### config.mk
export PLATFORM = sky130hd
export DESIGN_NAME = uart_tx_flat
export DESIGN_NICKNAME = d
export VERILOG_FILES = /design/src/rtl/uart_tx_if.sv /design/src/rtl/uart_tx.sv /design/src/flat_wrapper.sv
export SDC_FILE = /design/constraint.sdc
export NUM_CORES = 1
export LEC_CHECK = 0
export BUFFER_PORTS_ARGS = -buffer_cell sky130_fd_sc_hd__buf_4
export CAP_MARGIN = 30
export CORE_ASPECT_RATIO = 1.75
export CORE_MARGIN = 2
export CORE_UTILIZATION = 55
export DETAILED_ROUTE_END_ITERATION = 12
export PLACE_DENSITY = 0.76
export SYNTH_ARGS = -nofsm -noshare
export SYNTH_HDL_FRONTEND = slang
export SYNTH_SLANG_ARGS = --single-unit
### constraint.sdc
create_clock -name CLK -period 3.7 [get_ports CLK]
set_input_delay 0.185 -clock CLK [delete_from_list [all_inputs] [get_ports CLK]]
set_output_delay 0.185 -clock CLK [all_outputs]
set_load 0.01 [all_outputs]
### src/rtl/uart_tx_if.sv
// UART transmitter bus: request/payload/config from the system side,
// serial line and busy flag back from the transmitter.
interface uart_tx_if #(
    parameter int DATA_WIDTH     = 8,
    parameter int PRESCALE_WIDTH = 6
);
    logic [DATA_WIDTH-1:0]     P_DATA;
    logic                      DATA_VALID;
    logic                      PAR_EN;
    logic                      PAR_TYP;
    logic [PRESCALE_WIDTH-1:0] prescale;
    logic                      TX_OUT;
    logic                      BUSY;

    modport master (
        output P_DATA, DATA_VALID, PAR_EN, PAR_TYP, prescale,
        input  TX_OUT, BUSY
    );

    modport slave (
        input  P_DATA, DATA_VALID, PAR_EN, PAR_TYP, prescale,
        output TX_OUT, BUSY
    );
endinterface

### src/rtl/uart_tx.sv
// UART transmit serializer: start bit, LSB-first data, optional parity,
// one stop bit, each bit held for a programmable number of clocks.
// Everything a frame needs is captured on accept, so input changes while
// busy cannot disturb the frame on the line.
module uart_tx #(
    parameter int DATA_WIDTH     = 8,
    parameter int PRESCALE_WIDTH = 6
) (
    input logic      CLK,
    input logic      RST,
    uart_tx_if.slave bus
);
    localparam int IDX_W = (DATA_WIDTH > 1) ? $clog2(DATA_WIDTH) : 1;
    localparam logic [IDX_W-1:0] LAST_IDX = IDX_W'(DATA_WIDTH - 1);

    typedef enum logic [2:0] {
        IDLE   = 3'd0,
        START  = 3'd1,
        DATA   = 3'd2,
        PARITY = 3'd3,
        STOP   = 3'd4
    } state_t;

    // Even parity is the XOR of the data bits; odd parity is its inverse.
    function automatic logic calc_parity(input logic [DATA_WIDTH-1:0] d,
                                         input logic odd);
        return (^d) ^ odd;
    endfunction

    state_t                    state_r, state_s;
    logic [PRESCALE_WIDTH-1:0] cnt_r, cnt_s;
    logic [PRESCALE_WIDTH-1:0] last_cnt_r, last_cnt_s;   // P-1, with P=0 treated as 1
    logic [IDX_W-1:0]          idx_r, idx_s;
    logic [DATA_WIDTH-1:0]     data_r, data_s;
    logic                      par_en_r, par_en_s;
    logic                      par_bit_r, par_bit_s;
    logic                      tx_out_r, tx_out_s;
    logic                      busy_r, busy_s;
    logic                      bit_done_s;

    // Next-state, counters and next registered output values.
    always_comb begin
        state_s    = state_r;
        cnt_s      = cnt_r;
        last_cnt_s = last_cnt_r;
        idx_s      = idx_r;
        data_s     = data_r;
        par_en_s   = par_en_r;
        par_bit_s  = par_bit_r;
        bit_done_s = (cnt_r == last_cnt_r);

        case (state_r)
            IDLE: begin
                if (bus.DATA_VALID) begin
                    data_s    = bus.P_DATA;
                    par_en_s  = bus.PAR_EN;
                    par_bit_s = calc_parity(bus.P_DATA, bus.PAR_TYP);
                    if (bus.prescale == {PRESCALE_WIDTH{1'b0}}) begin
                        last_cnt_s = {PRESCALE_WIDTH{1'b0}};
                    end else begin
                        last_cnt_s = bus.prescale - PRESCALE_WIDTH'(1);
                    end
                    cnt_s   = {PRESCALE_WIDTH{1'b0}};
                    idx_s   = {IDX_W{1'b0}};
                    state_s = START;
                end else begin
                    state_s = IDLE;
                end
            end
            START, DATA, PARITY, STOP: begin
                if (!bit_done_s) begin
                    cnt_s = cnt_r + PRESCALE_WIDTH'(1);
                end else begin
                    cnt_s = {PRESCALE_WIDTH{1'b0}};
                    case (state_r)
                        START: begin
                            idx_s   = {IDX_W{1'b0}};
                            state_s = DATA;
                        end
                        DATA: begin
                            if (idx_r != LAST_IDX) begin
                                idx_s = idx_r + IDX_W'(1);
                            end else if (par_en_r) begin
                                state_s = PARITY;
                            end else begin
                                state_s = STOP;
                            end
                        end
                        PARITY:  state_s = STOP;
                        STOP:    state_s = IDLE;
                        default: state_s = IDLE;
                    endcase
                end
            end
            default: state_s = IDLE;
        endcase

        case (state_s)
            IDLE:    begin tx_out_s = 1'b1;          busy_s = 1'b0; end
            START:   begin tx_out_s = 1'b0;          busy_s = 1'b1; end
            DATA:    begin tx_out_s = data_s[idx_s]; busy_s = 1'b1; end
            PARITY:  begin tx_out_s = par_bit_s;     busy_s = 1'b1; end
            STOP:    begin tx_out_s = 1'b1;          busy_s = 1'b1; end
            default: begin tx_out_s = 1'b1;          busy_s = 1'b0; end
        endcase
    end

    // State, counters, latched frame and registered line outputs.
    always_ff @(posedge CLK) begin
        if (RST) begin
            state_r    <= IDLE;
            cnt_r      <= {PRESCALE_WIDTH{1'b0}};
            last_cnt_r <= {PRESCALE_WIDTH{1'b0}};
            idx_r      <= {IDX_W{1'b0}};
            data_r     <= {DATA_WIDTH{1'b0}};
            par_en_r   <= 1'b0;
            par_bit_r  <= 1'b0;
            tx_out_r   <= 1'b1;
            busy_r     <= 1'b0;
        end else begin
            state_r    <= state_s;
            cnt_r      <= cnt_s;
            last_cnt_r <= last_cnt_s;
            idx_r      <= idx_s;
            data_r     <= data_s;
            par_en_r   <= par_en_s;
            par_bit_r  <= par_bit_s;
            tx_out_r   <= tx_out_s;
            busy_r     <= busy_s;
        end
    end

    assign bus.TX_OUT = tx_out_r;
    assign bus.BUSY   = busy_r;
endmodule

### src/flat_wrapper.sv
// flat-port wrapper written by rule: the top's interface ports become plain ports
module uart_tx_flat 
#(
    parameter int DATA_WIDTH     = 8,
    parameter int PRESCALE_WIDTH = 6
)
  (CLK, RST, bus_P_DATA, bus_DATA_VALID, bus_PAR_EN, bus_PAR_TYP, bus_prescale, bus_TX_OUT, bus_BUSY);
  uart_tx_if #(.DATA_WIDTH(DATA_WIDTH), .PRESCALE_WIDTH(PRESCALE_WIDTH)) bus_i ();
  input logic CLK;
  input logic RST;
  input wire logic [$bits(bus_i.P_DATA)-1:0] bus_P_DATA;
  input wire logic [$bits(bus_i.DATA_VALID)-1:0] bus_DATA_VALID;
  input wire logic [$bits(bus_i.PAR_EN)-1:0] bus_PAR_EN;
  input wire logic [$bits(bus_i.PAR_TYP)-1:0] bus_PAR_TYP;
  input wire logic [$bits(bus_i.prescale)-1:0] bus_prescale;
  output wire logic [$bits(bus_i.TX_OUT)-1:0] bus_TX_OUT;
  output wire logic [$bits(bus_i.BUSY)-1:0] bus_BUSY;
  assign bus_i.P_DATA = bus_P_DATA;
  assign bus_i.DATA_VALID = bus_DATA_VALID;
  assign bus_i.PAR_EN = bus_PAR_EN;
  assign bus_i.PAR_TYP = bus_PAR_TYP;
  assign bus_i.prescale = bus_prescale;
  assign bus_TX_OUT = bus_i.TX_OUT;
  assign bus_BUSY = bus_i.BUSY;
  uart_tx #(.DATA_WIDTH(DATA_WIDTH), .PRESCALE_WIDTH(PRESCALE_WIDTH)) u_core (.CLK(CLK), .RST(RST), .bus(bus_i));
endmodule
==> metrics.md, run 1 <==
| Metric | Value |
|---|---|
| Final setup TNS | `0 ns` |
| Status | `completed` |
| Max Cap Violations | `0` |
| Hold depth | `3` |
| Setup WS pre-CTS | `1.33 ns` |
| Final instance area | `1880 sq um` |
| Synth unique cells | `40` |
| H-tree levels | `2` |
| Initial core utilization | `0.568` |
| Final WL | `3830 um` |
| Worst-path fanout max | `10` |
| DP Area | `1790 sq um` |
| Register area share after synthesis | `0.369` |
| Post-CTS setup buffer count | `0` |
| HPWL Detailed | `2830 um` |
| Area Growth Syn to Fin | `15.4%` |
| Post-Syn Area per Cell | `8.26 sq um` |
| WS Path Type | `flop to flop` |
| N_diodes | `0` |
| Global-route wire length before repair | `6770 um` |
| Final period util | `0.666` |
| Worst hold slack | `0.145 ns` |
| Core area | `2860 sq um` |
| Clock Sinks | `30` |
| Ys Warns | `0` |
| Clock buffer count from CTS | `5` |
| Initial antenna violation count | `0` |
| Chip Height | `75.9 um` |
| Critical path endpoint category | `flop` |
| Num ports | `21` |
| Clock latency on the worst-skew pair | `0.29 ns` |
| Pwr/cell area | `500 nW/um^2` |
| Root Driver | `clkbuf_8` |
| Post-layout nets | `240` |
| Gr usage total | `0.264` |
| Die X | `45.1 um` |
| Crit. Startpoint | `u_core.cnt_r[0]$_SDFFE_PP0P_` |
| Worst EP required | `3.87 ns` |
| Worst Setup Slack, final | `1.23 ns` |
| Number of global-route vias before repair | `1504` |
| Post-cts resize count | `0` |
| Yosys top cell by area | `dfxtp_1` |
| Gpl congestion | `0.891` |
| Pins Over Slew Limit | `0` |
| Max Fclk | `406 MHz` |
| RSZ-0062 raised after global routing | `no` |
| # hold bufs at CTS | `0` |
| Max Root-Sink Buffers | `2` |
| R2R Setup Slk | `1.23 ns` |
| RR Startpoint | `u_core.cnt_r[0]$_SDFFE_PP0P_` |
| Syn Inst Count | `197` |
| Reg2reg path depth | `7` |
| Via/cell ratio | `6.09` |
| Worst Setup Start Kind | `flop` |
| CTS tree | `done` |
| Top post-synthesis cells by area | `dfxtp_1 (37%), nor2_1 (6.0%), a21oi_1 (5.8%), nand2_1 (5.3%), xor2_1 (4.8%)` |
| CTS clk-pin slew, worst paths | `0.07 ns` |
| Antenna viol nets, final | `0` |
| Wire length per cell | `15.6 um` |
| Rel. slew slack | `0.585` |
| Min Clock Period, post-route | `2.47 ns` |
| Actual slew at the worst max-slew pin | `0.616 ns` |
| DRC | `0` |
| Gr ovfl total | `0` |
| Leakage | `0.811 nW` |
| Final setup viols | `0` |
| HP Class | `input pin to flop` |
| Final hold vios | `0` |
| Std cell rows | `26` |
| Syn_nets | `220` |
| Synthesis-stage register bit count | `30` |
| CP arrival | `2.63 ns` |
| Total number of vias | `1497` |
| DIE AREA | `3430 sq um` |
| Share of layout cells above drive strength 1 | `0.165` |
| End of the critical path | `u_core.bus.TX_OUT$_SDFF_PP1_` |
| First-iteration detailed-routing DRC count | `59` |
| IO buf count | `20` |
| Peak supply drop | `0.360 mV` |
| Mapped Area | `1630 sq um` |
| Clock Skew | `0.00895 ns` |
| Worst r2r dst | `u_core.bus.TX_OUT$_SDFF_PP1_` |
| Largest net degree at the start of global routing | `30` |
| Drt pass-1 iters | `5` |
| Top cell type's share of synthesized area | `0.369` |
worst min-delay path by stage:
stage                        from                           end
floorplan           bus_P_DATA[0]   u_core.data_r[0]$_SDFF_PP0_
global route           bus_PAR_EN  u_core.par_en_r$_SDFFE_PP0P_
CTS                    bus_PAR_EN  u_core.par_en_r$_SDFFE_PP0P_
global placement       bus_PAR_EN  u_core.par_en_r$_SDFFE_PP0P_
detailed placement     bus_PAR_EN  u_core.par_en_r$_SDFFE_PP0P_
finish                 bus_PAR_EN  u_core.par_en_r$_SDFFE_PP0P_
synthesized netlist by cell type, drive strengths merged:
master   n
mux2i    2
clkbuf   7
nand2   24
or3      4
nor3     3
o21ai    7
a221o    1
and4     1
and2     5
nand4    1
a31o     1
o221ai   1
and3     3
dfxtp   30
a21oi   19
nor2    27
o22a     1
xnor3    1
xnor2    7
nand3    4
a31oi    4
nand3b   2
mux2     2
o31ai    1
a21o     1
a22oi    7
nor4     1
nand2b   1
or3b     1
o211ai   2
a311oi   2
o21a     1
xor2     9
ha       4
a211oi   1
mux4     1
a41o     1
inv      7
metal layers:
layer,global-route usage,vias to the layer above,wire [um],share of wire
met1,0.292,697,1370,0.36
met2,0.459,53,2190,0.57
met3,0.0571,14,171,0.045
met5,0,-,0,0
li1,-,733,-,-
met4,0.106,0,93,0.024
final cells by class:
type | instances | area, sq um
clock buffers | 7 | 86.3
inverters | 7 | 26.3
fillers | 258 | 986
clock inverters | 1 | 5.00
repair buffers | 20 | 150
flip-flops and latches | 30 | 601
well taps | 28 | 35.0
multi-input cells | 153 | 973
critical path, stage by stage (launching register included):
cell and delay (ns):
dfxtp_1 0.42, xor2_1 0.13, nor4_4 0.57, and4_1 0.34, o22a_2 0.20, mux4_2 0.50, nor2_1 0.10, o211ai_1 0.09
kinds of logic after synthesis:
group / share of synthesized area
xor+xnor: 0.100
simple gates: 0.229
compound gates: 0.198
flops: 0.369
fa+ha+maj: 0.0308
mux: 0.0400
buf+inv: 0.0323
power breakdown:
part	switching, mW	total [mW]	internal (mW)
Combinational	0.162	0.282	0.120
Sequential	0.0292	0.387	0.358
Clock	0.119	0.269	0.150
Total	0.311	0.937	0.627
sequential cells by signal, summed over array words and instances, names as in the netlist:
signal / cells
u_core.state_r: 3
u_core.bus.BUSY: 1
u_core.par_bit_r: 1
u_core.data_r: 8
u_core.idx_r: 3
u_core.bus.TX_OUT: 1
u_core.par_en_r: 1
u_core.last_cnt_r: 6
u_core.cnt_r: 6
cells in the final DEF, fill, tap and decap left out, types with 4 or more instances in the layout:
cell type,count
ha_1,4
dfxtp_1,30
o21ai_0,7
and2_1,5
nor2_1,26
a31oi_1,4
buf_4,20
nand2_1,23
nand3_1,4
clkbuf_8,6
inv_1,7
or3_1,4
xor2_1,9
xnor2_1,7
a21oi_1,19
a22oi_1,7
stage by stage:
step            util  total power, mW  std cells
3_5_place_dp   0.624            0.669        238
2_1_floorplan      -            0.592        197
3_3_place_gp   0.624            0.656        238
6_report       0.656            0.937        246
5_1_grt        0.656            0.989        246
4_1_cts        0.656            0.939        246
No activity file was read; power rests on OpenSTA's default activity.
==> inputs of run 2 (changes only) <==
--- a/config.mk
+++ b/config.mk
@@ -9,9 +9,9 @@
 export CAP_MARGIN = 30
 export CORE_ASPECT_RATIO = 1.75
 export CORE_MARGIN = 2
-export CORE_UTILIZATION = 55
+export CORE_UTILIZATION = 51
 export DETAILED_ROUTE_END_ITERATION = 12
-export PLACE_DENSITY = 0.76
+export PLACE_DENSITY = 0.75
 export SYNTH_ARGS = -nofsm -noshare
 export SYNTH_HDL_FRONTEND = slang
 export SYNTH_SLANG_ARGS = --single-unit
==> constraint.sdc (replaced) <==
create_clock -name CLK -period 2.2 [get_ports CLK]
set_input_delay 0.11 -clock CLK [delete_from_list [all_inputs] [get_ports CLK]]
set_output_delay 0.11 -clock CLK [all_outputs]
set_load 0.01 [all_outputs]
==> run 2 against run 1 <==
Effect of this change:
- die area rose by 7.3%
- non-clock buffer count up 9
- global-route usage fell by 2.9 points
- sequential cell count is the same
- utilization is 1.3 points lower
- total power rose by 76%
- first-iteration DRC count is 31% lower
==> metrics.md, run 2 (synthesis results as in run 1) <==
| Metric | Value |
|---|---|
| Status | `completed` |
| Final period util | `0.976 (+0.310)` |
| DIE AREA | `3670 sq um (+7.3%)` |
| DRC | `0 (unchanged)` |
| N_diodes | `0 (unchanged)` |
| Largest net degree at the start of global routing | `30 (unchanged)` |
| Area Growth Syn to Fin | `22.7%` |
| Max Cap Violations | `0 (unchanged)` |
| Most frequent cells in the layout | `buf_4 (29), nor2_1 (26), dfxtp_1 (26), nand2_1 (23), a21oi_1 (19)` |
| Pins Over Slew Limit | `0 (unchanged)` |
| Wire length per cell | `14.1 um (-9.2%)` |
| Max reg flops | `8 (unchanged)` |
| H-tree levels | `2 (unchanged)` |
| Root Driver | `clkbuf_8` |
| Final instance area | `2000 sq um (+6.3%)` |
| Gr usage total | `0.235 (-0.0286)` |
| Core area | `3110 sq um (+8.6%)` |
| Clock Sinks | `30 (unchanged)` |
| First-iteration detailed-routing DRC count | `41 (-31%)` |
| Gpl congestion | `1.03 (+15%)` |
| Rel. slew slack | `0.598 (+0.0124)` |
| Antenna viol nets, final | `0 (unchanged)` |
| Gr ovfl total | `0 (unchanged)` |
| Peak supply drop | `0.648 mV (+80%)` |
| DP Area | `1860 sq um (+4.0%)` |
| CP arrival | `2.31 ns (-0.32 ns)` |
| Clock latency on the worst-skew pair | `0.28 ns (about the same)` |
| Post-layout nets | `249 (+3.8%)` |
| Leakage | `0.860 nW (+6.0%)` |
| # hold bufs at CTS | `0 (unchanged)` |
| Total number of vias | `1490 (-0.47%)` |
| HPWL Detailed | `2870 um (+1.4%)` |
| Clock buffer count from CTS | `5 (unchanged)` |
| Max Root-Sink Buffers | `2 (unchanged)` |
| Worst-path fanout max | `8 (-2)` |
| Most flop-heavy register | `u_core.data_r` |
| Drt pass-1 iters | `4 (-1)` |
| Chip Height | `78.7 um (+3.6%)` |
| Initial core utilization | `0.523 (-0.0448)` |
| Share of layout cells above drive strength 1 | `0.233 (+0.0683)` |
| Max Fclk | `465 MHz (+15%)` |
| Top Registers | `u_core.data_r x8, u_core.cnt_r x6, u_core.last_cnt_r x6` |
| Min Clock Period, post-route | `2.15 ns (-0.317 ns)` |
| Worst EP required | `2.36 ns (-1.51 ns)` |
| Global-route wire length before repair | `6240 um (-7.8%)` |
| Most common cell after layout, fill and taps aside | `buf_4` |
| Initial antenna violation count | `0 (unchanged)` |
| Final hold vios | `0 (unchanged)` |
| CTS clk-pin slew, worst paths | `0.06 ns (about the same)` |
| # fillers | `277 (+7.4%)` |
| Setup WS pre-CTS | `0.0351 ns (-1.29 ns)` |
| Final setup viols | `0 (unchanged)` |
| Die X | `46.7 um (+3.5%)` |
| HP Class | `input pin to flop` |
| Actual slew at the worst max-slew pin | `0.597 ns (-0.0184 ns)` |
| Clock Skew | `0.00612 ns (-0.00282 ns)` |
| CTS tree | `done` |
| Pwr/cell area | `825 nW/um^2 (+65%)` |
| Number of global-route vias before repair | `1412 (-6.1%)` |
| Critical path endpoint category | `flop` |
| Worst hold slack | `0.0828 ns (-0.0623 ns)` |
| Num ports | `21 (unchanged)` |
| Final setup TNS | `0 ns (unchanged)` |
| Worst Setup Slack, final | `0.0518 ns (-1.18 ns)` |
| Final WL | `3820 um (-0.31%)` |
| WS Path Type | `flop to flop` |
| RSZ-0062 raised after global routing | `yes` |
| IO buf count | `20 (unchanged)` |
| Via/cell ratio | `5.52 (-9.3%)` |
| Worst Setup Start Kind | `flop` |
| Std cell rows | `27 (+3.8%)` |
## run 2: changes by cell type in the layout (fill, tap and decap cells not counted), sizes merged
cell  previous run  this run
buf             20        29
## run 2: worst paths after layout
check / depth (start not counted) / start / slack, ns / end
hold reg to reg: 2 / u_core.data_r[3]$_SDFF_PP0_ / 0.46 / u_core.data_r[3]$_SDFF_PP0_
hold / removal: 3 / bus_P_DATA[1] / 0.08 / u_core.data_r[1]$_SDFF_PP0_
setup reg to reg: 8 / u_core.cnt_r[0]$_SDFFE_PP0P_ / 0.05 / u_core.bus.TX_OUT$_SDFF_PP1_
setup / recovery: 8 / u_core.cnt_r[0]$_SDFFE_PP0P_ / 0.05 / u_core.bus.TX_OUT$_SDFF_PP1_
## run 2: repair_timing
| item | in CTS | in global routing |
|---|---|---|
| endpoints found under the setup margin | 0 | 1 |
| resized for setup | 0 | 9 |
| setup buffers | 0 | 2 |
## run 2: critical path, stage by stage, from the launching register on
cell and delay, ns:
dfxtp_2 0.33, xor2_2 0.18, nor4_4 0.33, buf_4 0.21, a311oi_2 0.11, a211oi_2 0.32
mux4_2 0.34, nor2_1 0.11, o211ai_1 0.08
## run 2: stage by stage
step / utilization / power (mW) / cells
floorplan: - / 0.996 / 197
CTS: 0.627 / 1.62 / 268
detailed placement: 0.597 / 1.17 / 260
global route: 0.642 / 1.75 / 270
global placement: 0.597 / 1.15 / 260
finish: 0.642 / 1.65 / 270
## run 2: cell type report
class | instances | area (sq um) | share of cell area
well taps | 43 | 53.8 | 0.0270
flip-flops and latches | 30 | 606 | 0.303
clock buffers | 7 | 86.3 | 0.0433
multi-input cells | 153 | 1000 | 0.502
clock inverters | 1 | 5.00 | 0.00251
inverters | 7 | 26.3 | 0.0132
repair buffers | 29 | 218 | 0.109
## run 2: where the power goes
group | switching (mW) | leakage, nW | total (mW) | internal (mW)
logic | 0.290 | 0.565 | 0.544 | 0.254
registers | 0.0490 | 0.247 | 0.652 | 0.603
clock network | 0.200 | 0.0482 | 0.451 | 0.252
## run 2: per-layer routing
metal | routed length, um | up-vias | GRT usage
met4 | 64 | 0 | 0.0833
met3 | 117 | 7 | 0.0545
li1 | - | 748 | -
met5 | 0 | - | 0
met1 | 1410 | 708 | 0.244
met2 | 2220 | 27 | 0.431
